<file path="src/rtl/tx_sched_pkg.sv">
// Shared encodings and defaults for the two-lane TX scheduler.
// Optional drop counter in the top is enabled by TX_SCHED_DROP_CNT_EN.
package tx_sched_pkg;

   localparam int          DATA_W_DEF    = 32;
   localparam logic [31:0] IDLE_WORD_DEF = 32'hBCBCBCBC;

   typedef enum logic [1:0] {
      ST_IDLE   = 2'd0,
      ST_SYNC   = 2'd1,
      ST_ACTIVE = 2'd2,
      ST_DRAIN  = 2'd3
   } state_e;

endpackage

</file>
<file path="src/rtl/tx_sched_fifo.sv">
// Synchronous word FIFO with occupancy count; pushes when full and pops
// when empty are ignored.
module tx_sched_fifo #(
   parameter int DATA_W = 32,
   parameter int DEPTH  = 4,
   localparam int AW    = $clog2(DEPTH),
   localparam int CW    = AW + 1
) (
   input  logic              clk,
   input  logic              rst_n,
   input  logic              i_push,
   input  logic              i_pop,
   input  logic [DATA_W-1:0] i_data,
   output logic [DATA_W-1:0] o_data,
   output logic              o_full,
   output logic              o_empty,
   output logic [CW-1:0]     o_count
);

   logic [DATA_W-1:0] r_mem [DEPTH];
   logic [AW-1:0]     r_wr_ptr;
   logic [AW-1:0]     r_rd_ptr;
   logic [CW-1:0]     r_count;
   logic              w_push;
   logic              w_pop;

   assign o_full  = (r_count == CW'(DEPTH));
   assign o_empty = (r_count == '0);
   assign o_count = r_count;
   assign o_data  = r_mem[r_rd_ptr];
   assign w_push  = i_push && !o_full;
   assign w_pop   = i_pop && !o_empty;

   // Storage is not reset; pointers and count define what is valid.
   always_ff @(posedge clk) begin
      if (w_push) r_mem[r_wr_ptr] <= i_data;
   end

   always_ff @(posedge clk or negedge rst_n) begin
      if (!rst_n) begin
         r_wr_ptr <= '0;
         r_rd_ptr <= '0;
         r_count  <= '0;
      end else begin
         if (w_push) r_wr_ptr <= r_wr_ptr + AW'(1);
         if (w_pop)  r_rd_ptr <= r_rd_ptr + AW'(1);
         case ({w_push, w_pop})
            2'b10:   r_count <= r_count + CW'(1);
            2'b01:   r_count <= r_count - CW'(1);
            default: r_count <= r_count;
         endcase
      end
   end

endmodule

</file>
<file path="src/rtl/tx_lane_scheduler.sv">
// Link bring-up FSM and alternating two-lane striper for the PHY TX path.
// Build option TX_SCHED_DROP_CNT_EN adds a saturating drop_cnt output.
//
// state  | meaning
// IDLE   | link down, lanes driven 0
// SYNC   | lanes carry IDLE_WORD for SYNC_CYCLES cycles
// ACTIVE | accepting words, striping lane_0/lane_1 alternately
// DRAIN  | no new words, emptying the buffer before IDLE
module tx_lane_scheduler
   import tx_sched_pkg::*;
#(
   parameter int                DATA_W      = DATA_W_DEF,
   parameter int                FIFO_DEPTH  = 4,
   parameter int                SYNC_CYCLES = 4,
   parameter logic [DATA_W-1:0] IDLE_WORD   = IDLE_WORD_DEF,
   localparam int               CW          = $clog2(FIFO_DEPTH) + 1
) (
   input  logic              clk_f,
   input  logic              reset,
   input  logic              active,
   input  logic              valid,
   input  logic [DATA_W-1:0] data_input,
   output logic              ready,
   input  logic              lane_rdy_0,
   input  logic              lane_rdy_1,
   output logic [DATA_W-1:0] lane_0,
   output logic              valid_0,
   output logic [DATA_W-1:0] lane_1,
   output logic              valid_1,
   output logic [1:0]        state,
`ifdef TX_SCHED_DROP_CNT_EN
   output logic [7:0]        drop_cnt,
`endif
   output logic [CW-1:0]     fifo_cnt
);

   localparam int                CNT_W     = (SYNC_CYCLES > 1) ? $clog2(SYNC_CYCLES) : 1;
   localparam logic [CNT_W-1:0]  SYNC_LOAD = CNT_W'(SYNC_CYCLES - 1);

   state_e            r_state;
   logic              r_sel;
   logic [CNT_W-1:0]  r_sync_cnt;
   logic [DATA_W-1:0] r_lane_0;
   logic [DATA_W-1:0] r_lane_1;
   logic              r_valid_0;
   logic              r_valid_1;

   logic              w_full;
   logic              w_empty;
   logic [CW-1:0]     w_count;
   logic [DATA_W-1:0] w_head;
   logic              w_xfer_st;
   logic              w_push;
   logic              w_pop;
   logic              w_pop_0;
   logic              w_pop_1;
   logic              w_drain_done;
   logic [DATA_W-1:0] w_fill;

   assign w_xfer_st    = (r_state == ST_ACTIVE) || (r_state == ST_DRAIN);
   assign w_push       = (r_state == ST_ACTIVE) && valid && !w_full;
   assign w_pop        = w_xfer_st && !w_empty && (r_sel ? lane_rdy_1 : lane_rdy_0);
   assign w_pop_0      = w_pop && !r_sel;
   assign w_pop_1      = w_pop && r_sel;
   assign w_drain_done = (r_state == ST_DRAIN) && (w_empty || (w_pop && w_count == CW'(1)));
   // Lanes already show 0 on the edge that lands in IDLE.
   assign w_fill       = w_drain_done ? '0 : IDLE_WORD;

   tx_sched_fifo #(
      .DATA_W (DATA_W),
      .DEPTH  (FIFO_DEPTH)
   ) u_fifo (
      .clk     (clk_f),
      .rst_n   (reset),
      .i_push  (w_push),
      .i_pop   (w_pop),
      .i_data  (data_input),
      .o_data  (w_head),
      .o_full  (w_full),
      .o_empty (w_empty),
      .o_count (w_count)
   );

   always_ff @(posedge clk_f or negedge reset) begin
      if (!reset) begin
         r_state    <= ST_IDLE;
         r_sel      <= 1'b0;
         r_sync_cnt <= '0;
         r_lane_0   <= '0;
         r_lane_1   <= '0;
         r_valid_0  <= 1'b0;
         r_valid_1  <= 1'b0;
      end else begin
         case (r_state)
            ST_IDLE: begin
               r_valid_0 <= 1'b0;
               r_valid_1 <= 1'b0;
               if (active) begin
                  r_state    <= ST_SYNC;
                  r_sel      <= 1'b0;
                  r_sync_cnt <= SYNC_LOAD;
                  r_lane_0   <= IDLE_WORD;
                  r_lane_1   <= IDLE_WORD;
               end else begin
                  r_lane_0 <= '0;
                  r_lane_1 <= '0;
               end
            end
            ST_SYNC: begin
               r_valid_0 <= 1'b0;
               r_valid_1 <= 1'b0;
               if (!active) begin
                  r_state  <= ST_IDLE;
                  r_lane_0 <= '0;
                  r_lane_1 <= '0;
               end else begin
                  r_lane_0 <= IDLE_WORD;
                  r_lane_1 <= IDLE_WORD;
                  if (r_sync_cnt == '0) r_state <= ST_ACTIVE;
                  else                  r_sync_cnt <= r_sync_cnt - CNT_W'(1);
               end
            end
            default: begin
               r_lane_0  <= w_pop_0 ? w_head : w_fill;
               r_lane_1  <= w_pop_1 ? w_head : w_fill;
               r_valid_0 <= w_pop_0;
               r_valid_1 <= w_pop_1;
               if (w_pop) r_sel <= ~r_sel;
               if ((r_state == ST_ACTIVE) && !active) r_state <= ST_DRAIN;
               else if (w_drain_done)                 r_state <= ST_IDLE;
            end
         endcase
      end
   end

`ifdef TX_SCHED_DROP_CNT_EN
   logic [7:0] r_drop_cnt;

   always_ff @(posedge clk_f or negedge reset) begin
      if (!reset)                                                       r_drop_cnt <= '0;
      else if ((r_state == ST_ACTIVE) && valid && w_full && r_drop_cnt != 8'hFF) r_drop_cnt <= r_drop_cnt + 8'd1;
   end

   assign drop_cnt = r_drop_cnt;
`endif

   assign ready    = (r_state == ST_ACTIVE) && !w_full;
   assign state    = r_state;
   assign fifo_cnt = w_count;
   assign lane_0   = r_lane_0;
   assign lane_1   = r_lane_1;
   assign valid_0  = r_valid_0;
   assign valid_1  = r_valid_1;

endmodule

</file>
<file path="config.mk">
export PLATFORM = sky130hd
export DESIGN_NAME = tx_lane_scheduler
export DESIGN_NICKNAME = d
export VERILOG_FILES = /design/src/rtl/tx_sched_pkg.sv /design/src/rtl/tx_sched_fifo.sv /design/src/rtl/tx_lane_scheduler.sv
export SDC_FILE = /design/constraint.sdc
export NUM_CORES = 1
export LEC_CHECK = 0
export CAP_MARGIN = 0
export CORE_MARGIN = 10
export CORE_UTILIZATION = 45
export CTS_BUF_LIST = sky130_fd_sc_hd__clkbuf_16
export DETAILED_ROUTE_END_ITERATION = 8
export GPL_ROUTABILITY_DRIVEN = 0
export GPL_TIMING_DRIVEN = 1
export PLACE_DENSITY_LB_ADDON = 0.15
export SYNTH_ARGS = -nofsm -noshare
export SYNTH_HDL_FRONTEND = slang
export SYNTH_SLANG_ARGS = --single-unit
</file>
<file path="constraint.sdc">
create_clock -name clk_f -period 2.9 [get_ports clk_f]
set_input_delay 0.58 -clock clk_f [delete_from_list [all_inputs] [get_ports clk_f]]
set_output_delay 0.58 -clock clk_f [all_outputs]
set_load 0.01 [all_outputs]
</file>
Word level (Yosys, flattened, before mapping)
Memory sizes are Yosys's and may differ from the RTL's.
Index checks and enable logic that the tools add are counted.
{"block": "totals", "ff_bits": 78, "ram_bits": 128, "inputBits": 38, "output_inout_bits": 72, "word_cells": 83, "memories": 1}
{"block": "op_classes", "add_sub_neg": 5, "eq_ne": 11, "mux": 25, "bitwise_logic": 2, "n_reduce_logical": 29}
{"memory": "u_fifo.r_mem", "words": 4, "width": 32, "rd": 1, "rd_ports_with_merged_regs": 0, "write_ports": 1, "line_no": "tx_sched_fifo.sv:20", "source": "logic [DATA_W-1:0] r_mem [DEPTH];"}
{"op": "32-bit two-way mux", "count": 6}
{"op": "2-bit two-way mux", "count": 8}
{"op": "1-bit logical AND", "count": 12}
{"op": "2-bit one-hot mux with 2 select lines", "count": 2}
{"op": "1-bit two-way mux", "count": 7}
{"op": "2-bit equality test (second input constant)", "count": 3}
{"op": "2-bit inequality test (second input constant)", "count": 3}
{"op": "3-bit one-hot mux with 2 select lines", "count": 1}
{"op": "3-bit AND reduction", "count": 2}
{"op": "2-bit nonzero test", "count": 3}
{"op": "2-bit by 1-bit adder with 2-bit output (second input constant)", "count": 2}
{"op": "2-bit by 1-bit equality test with 1-bit output (second input constant)", "count": 2}
{"op": "1-bit zero test", "count": 4}
{"op": "2-bit zero test", "count": 2}
{"op": "4-bit AND reduction", "count": 1}
{"op": "4-bit nonzero test", "count": 1}
{"op": "3-bit by 1-bit adder with 3-bit output (second input constant)", "count": 1}
{"op": "3-bit by 1-bit equality test with 1-bit output (second input constant)", "count": 1}
{"op": "3-bit equality test (second input constant)", "count": 1}
{"op": "3-bit zero test", "count": 1}
{"op": "3-bit inequality test (second input constant)", "count": 1}
{"op": "3-bit by 1-bit subtractor with 3-bit output (second input constant)", "count": 1}
{"op": "1-bit logical OR", "count": 2}
{"op": "1-bit inverter", "count": 2}
{"op": "other kinds (3)", "count": 3}

Depth between registers and ports, before layout
{"block": "logic_depth", "word_depth": 10, "ltp_mapped": 9, "mapped_depth_nobuf": 9}

Modules after synthesis
Synthesis repeated with hierarchy kept, for this count alone.
{"block": "unflattened", "cells_unflattened": 434, "hier_area_um2": 7684.9}
{"module": "tx_sched_fifo", "n_inst": 1, "cells_each": 206, "area_per_inst_um2": 5089.9, "seq_area_each_um2": 4018.9}
{"module": "tx_lane_scheduler", "n_inst": 1, "cells_each": 228, "area_per_inst_um2": 2595.0, "seq_area_each_um2": 1776.7}

Least setup slack after synthesis
No wires, ideal clock.
{"block": "synth_timing", "path_kind": "flip-flop to flip-flop", "start": "reg u_fifo.r_count[0], in the netlist u_fifo.o_count[0]", "end": "mem u_fifo.r_mem[0][0] (enable)", "setup_time_ns": 0.392, "arrival_time_ns": 1.909, "t_required_ns": 2.508, "setup_slack_ns": 0.599, "path_stages_with_launch": 5, "n_path_buf": 0, "period_less_slack_ns": 2.301, "cell_sequence": "dfrtp_1 -> inv_1 -> ha_1 -> a21oi_2 -> and3_1"}
{"block": "synth_via", "elab_chain_cells": 6}
{"element": "from (decl)", "line_no": "tx_sched_fifo.sv:23", "source": "logic [CW-1:0] r_count;"}
{"element": "from (signal assigned)", "line_no": "tx_sched_fifo.sv:48", "source": "2'b10: r_count <= r_count + CW'(1);"}
{"element": "from (signal assigned)", "line_no": "tx_sched_fifo.sv:49", "source": "2'b01: r_count <= r_count - CW'(1);"}
{"element": "from (signal assigned)", "line_no": "tx_sched_fifo.sv:50", "source": "default: r_count <= r_count;"}
{"element": "3-bit equality test *", "line_no": "tx_sched_fifo.sv:27", "source": "assign o_full = (r_count == CW'(DEPTH));"}
{"element": "1-bit zero test *", "line_no": "tx_sched_fifo.sv:31, tx_lane_scheduler.sv:61"}
{"element": "1-bit logical AND", "line_no": "tx_lane_scheduler.sv:61", "source": "assign w_push = (r_state == ST_ACTIVE) && valid && !w_full;"}
{"element": "1-bit logical AND *", "line_no": "tx_sched_fifo.sv:31", "source": "assign w_push = i_push && !o_full;"}
{"element": "1-bit two-way mux *", "line_no": "tx_sched_fifo.sv:36", "source": "if (w_push) r_mem[r_wr_ptr] <= i_data;"}
{"element": "1-bit two-way mux (not written as such) *", "line_no": "tx_sched_fifo.sv:36"}
{"element": "to (decl)", "line_no": "tx_sched_fifo.sv:20"}
Every way passes the cells marked *; elsewhere a longest branch is shown, timed or not.

Worst setup path in the final report
{"block": "layout_timing", "start": "reg u_fifo.r_count[0], in the netlist u_fifo.o_count[0]", "end": "out ready"}
{"block": "layout_via", "elab_chain_cells": 3}
{"element": "3-bit equality test", "line_no": "tx_sched_fifo.sv:27"}
{"element": "1-bit zero test", "line_no": "tx_lane_scheduler.sv:147", "source": "assign ready = (r_state == ST_ACTIVE) && !w_full;"}
{"element": "1-bit logical AND", "line_no": "tx_lane_scheduler.sv:147"}
{"element": "to (decl)", "line_no": "tx_lane_scheduler.sv:23", "source": "output logic ready,"}
No other way between the ends.

==> impl_metrics.toml <==
[pwr]
power.leakage_uw = 0.00354
ir_drop_v = 0.000459
powerDensity_nw_per_um2 = 894

[timing]
max_clock_freq_ghz = 0.373
period_minus_slack_ns = 2.68
finalSetupViolCount = 0
clock_skew_ns = 0.00770
post-route-period-util_pct = 92.4
hold_violations = 0
grt_setup_unrepaired = "no"
maxSlewViolCount = 0
slew_headroom_pct = 36.2
worst_pin_slew_ns = 0.957
fin_setup_tns_ns = 0

[setup_path]
worstPathCellList = "inv_1 > ha_1 > a21oi_2 > clkdlybuf4s50_1"
cp_slowest_cell = "clkdlybuf4s50_1"
crit_path_end_kind = "output pin"
reg2reg_slack_ns = 0.61
rr_endpoint = "lane_1[21]$_DFF_PN0_"
cpPeakStageDelay_ns = 0.59
cp_max_fo = 6
cp.arrival_ns = 2.10
required_ns = 2.32
path_buf_inv = 2
setup.worst_path.class = "register to output pin"
r2r-start = "u_fifo.o_count[0]$_DFFE_PN0P_"
critPathLaunchType = "register"
path_delay_family = "buffers and inverters"
r2r_cells = 6

[cells_and_area]
final_nets = 607
mostFrequentLayoutCells = "128 x edfxtp_1, 108 x clkdlybuf4s50_1, 76 x dfrtp_1, 44 x nand2_1, 43 x a21oi_1"
final_common_cell = "edfxtp_1"
diodes = 0
stdcell_count = 794
fill_cells = 1272
final_layout_size_suffix_gt1_share_pct = 14.8
syn_to_final_growth_pct = 25.8

[placement]
dp_hpwl_mm = 10.2
place_inst = 756
port_buffers = 109

[grt]
first_global_vias = 4332
antenna_found_initial = 1
grtUsageTotal_pct = 14.3
grt_max_degree = 63
grt_overflow_total = 0
grt_pass1_wl_mm = 25.0

[routing]
routedWlPerCell_um = 20.4
drtIter0Drc = 234
via_count = 4108
viasPerCell = 5.17
ant_nets = 0
drt_pass1_iterations = 4
drc = 0
drt-total-wl_mm = 16.2

[synthesis]
syn_nets = 485
synth_area_um2 = 7680
synth-seq-cells = 206
synth_edf_count = 128
synth_area_leaders = "edfxtp_1 50%, dfrtp_1 25%, mux4_2 9.4%, a21oi_1 2.8%, nand2_1 2.1%"
synth-warning-count = 0
async_reset_ff_share_pct = 37.9
synth_top_cell_area_share_pct = 50.0
ys_seq_area_share_pct = 75.4
syn_area_per_cell_um2 = 17.6
syn-instance-count = 437
synth_top_area_cell = "edfxtp_1"
synth_ff_type = "edfxtp_1"
synth_cell_types = 32

[cts]
cts_tree = "done"
clock-sinks = 206
postCtsHoldBufs = 0
cts_resized = 0
numCtsBuffers = 21
postCtsSetupBuffers = 0
clk_latency_ns = 0.49
clk_pin_slew_ns = 0.06
cts-root-buf = "clkbuf_16"
clk_path_buf_depth = 3
ctsHtreeMaxLevel = 1

[job]
maxCapViolations = 0

[status]
run_status = "finished, final reports clean"

[floorplan]
fp.dieH_um = 151
initial_utilization_pct = 46.2
core_um2 = 16600
io_pins = 110
die_area_um2 = 22700
die_x_um = 151
rows = 47

[hold_path]
hold_path_class = "input pin to asynchronous set/reset pin"
==> state kept, by name, summed over array words and instances, names as in the netlist <==
register / cells
u_fifo.r_mem: 128
lane_0: 32
lane_1: 32
u_fifo.o_count: 3
r_sync_cnt: 2
state: 2
u_fifo.r_rd_ptr: 2
u_fifo.r_wr_ptr: 2
r_sel: 1
valid_0: 1
valid_1: 1
==> power breakdown <==
| part | switching [µW] | internal, µW | leakage (µW) |
|---|---|---|---|
| combinational | 1070 | 1290 | 0.00111 |
| sequential | 383 | 3550 | 0.00210 |
| clock | 1030 | 1310 | 0.000327 |
==> per-stage QoR <==
stage                     area (µm²)  hold slack (ns)  power (µW)  setup WS (ns)  util [%]
after floorplan                 7680            0.284        5260          0.599         -
after global placement          9070            0.509        6360          0.367      54.5
after detailed placement        9070            0.542        6400          0.292      54.5
after CTS                       9660            0.196        8780          0.196      58.1
after global routing            9660            0.234        9110         0.0933      58.1
final                           9660            0.173        8640          0.219      58.1
==> cell families after synthesis <==
family / Yosys count / synth area share [%]
adder cells (fa/ha/maj): 10 / 1.63
multiplexers: 36 / 9.95
buffers and inverters: 32 / 2.12
AND/OR/NAND/NOR: 94 / 6.43
AO/OA/AOI/OAI: 53 / 3.75
XOR/XNOR: 6 / 0.684
flip-flops: 206 / 75.4
==> synthesized netlist by cell type, drive strengths merged, types with 2 or more instances <==
master	instances
a21oi	44
and2	25
and3	6
buf	17
clkbuf	6
dfrtp	78
edfxtp	128
ha	10
inv	9
mux2	3
mux4	32
nand2	44
nand2b	3
nand3b	2
nor2	6
nor2b	2
nor3	3
nor3b	2
o21ai	4
xnor2	5
==> area by class of cell <==
type,count,area [µm²],area share [%]
Clock buffer,21,526,5.44
Multi-Input combinational cell,199,1740,18.0
Timing Repair Buffer,122,1220,12.7
Tap cell,220,275,2.85
Sequential cell,206,5800,60.0
Clock inverter,17,71.3,0.738
Inverter,9,33.8,0.350
==> routing by layer <==
layer	track usage, %	vias up	share of wire [%]
met3	3.72	17	6.4
li1	-	1865	-
met2	24.5	114	51
met4	3.27	2	1.0
met5	0	-	0.080
met1	17.8	2110	41
==> worst max-delay path by stage <==
stage / startpoint / endpoint / slack, ns / depth (start not counted)
floorplan: u_fifo.o_count[0]$_DFFE_PN0P_ / u_fifo.r_mem[0][0]$_DFFE_PP_ / 0.60 / 4
global placement: lane_rdy_0 / lane_1[29]$_DFF_PN0_ / 0.37 / 5
detailed placement: lane_rdy_0 / lane_1[18]$_DFF_PN0_ / 0.29 / 5
CTS: u_fifo.o_count[0]$_DFFE_PN0P_ / ready / 0.20 / 4
global route: u_fifo.o_count[0]$_DFFE_PN0P_ / ready / 0.09 / 4
finish: u_fifo.o_count[0]$_DFFE_PN0P_ / ready / 0.22 / 4
==> worst reg2reg max path: stages, from the launching register on <==
cell and delay [ns]:
dfrtp_1 0.43, inv_1 0.09, ha_1 0.27, nor2b_4 0.18, o21ai_0 0.17, and3_1 0.81
a21oi_1 0.18
Power figures use the tool's default switching activity.
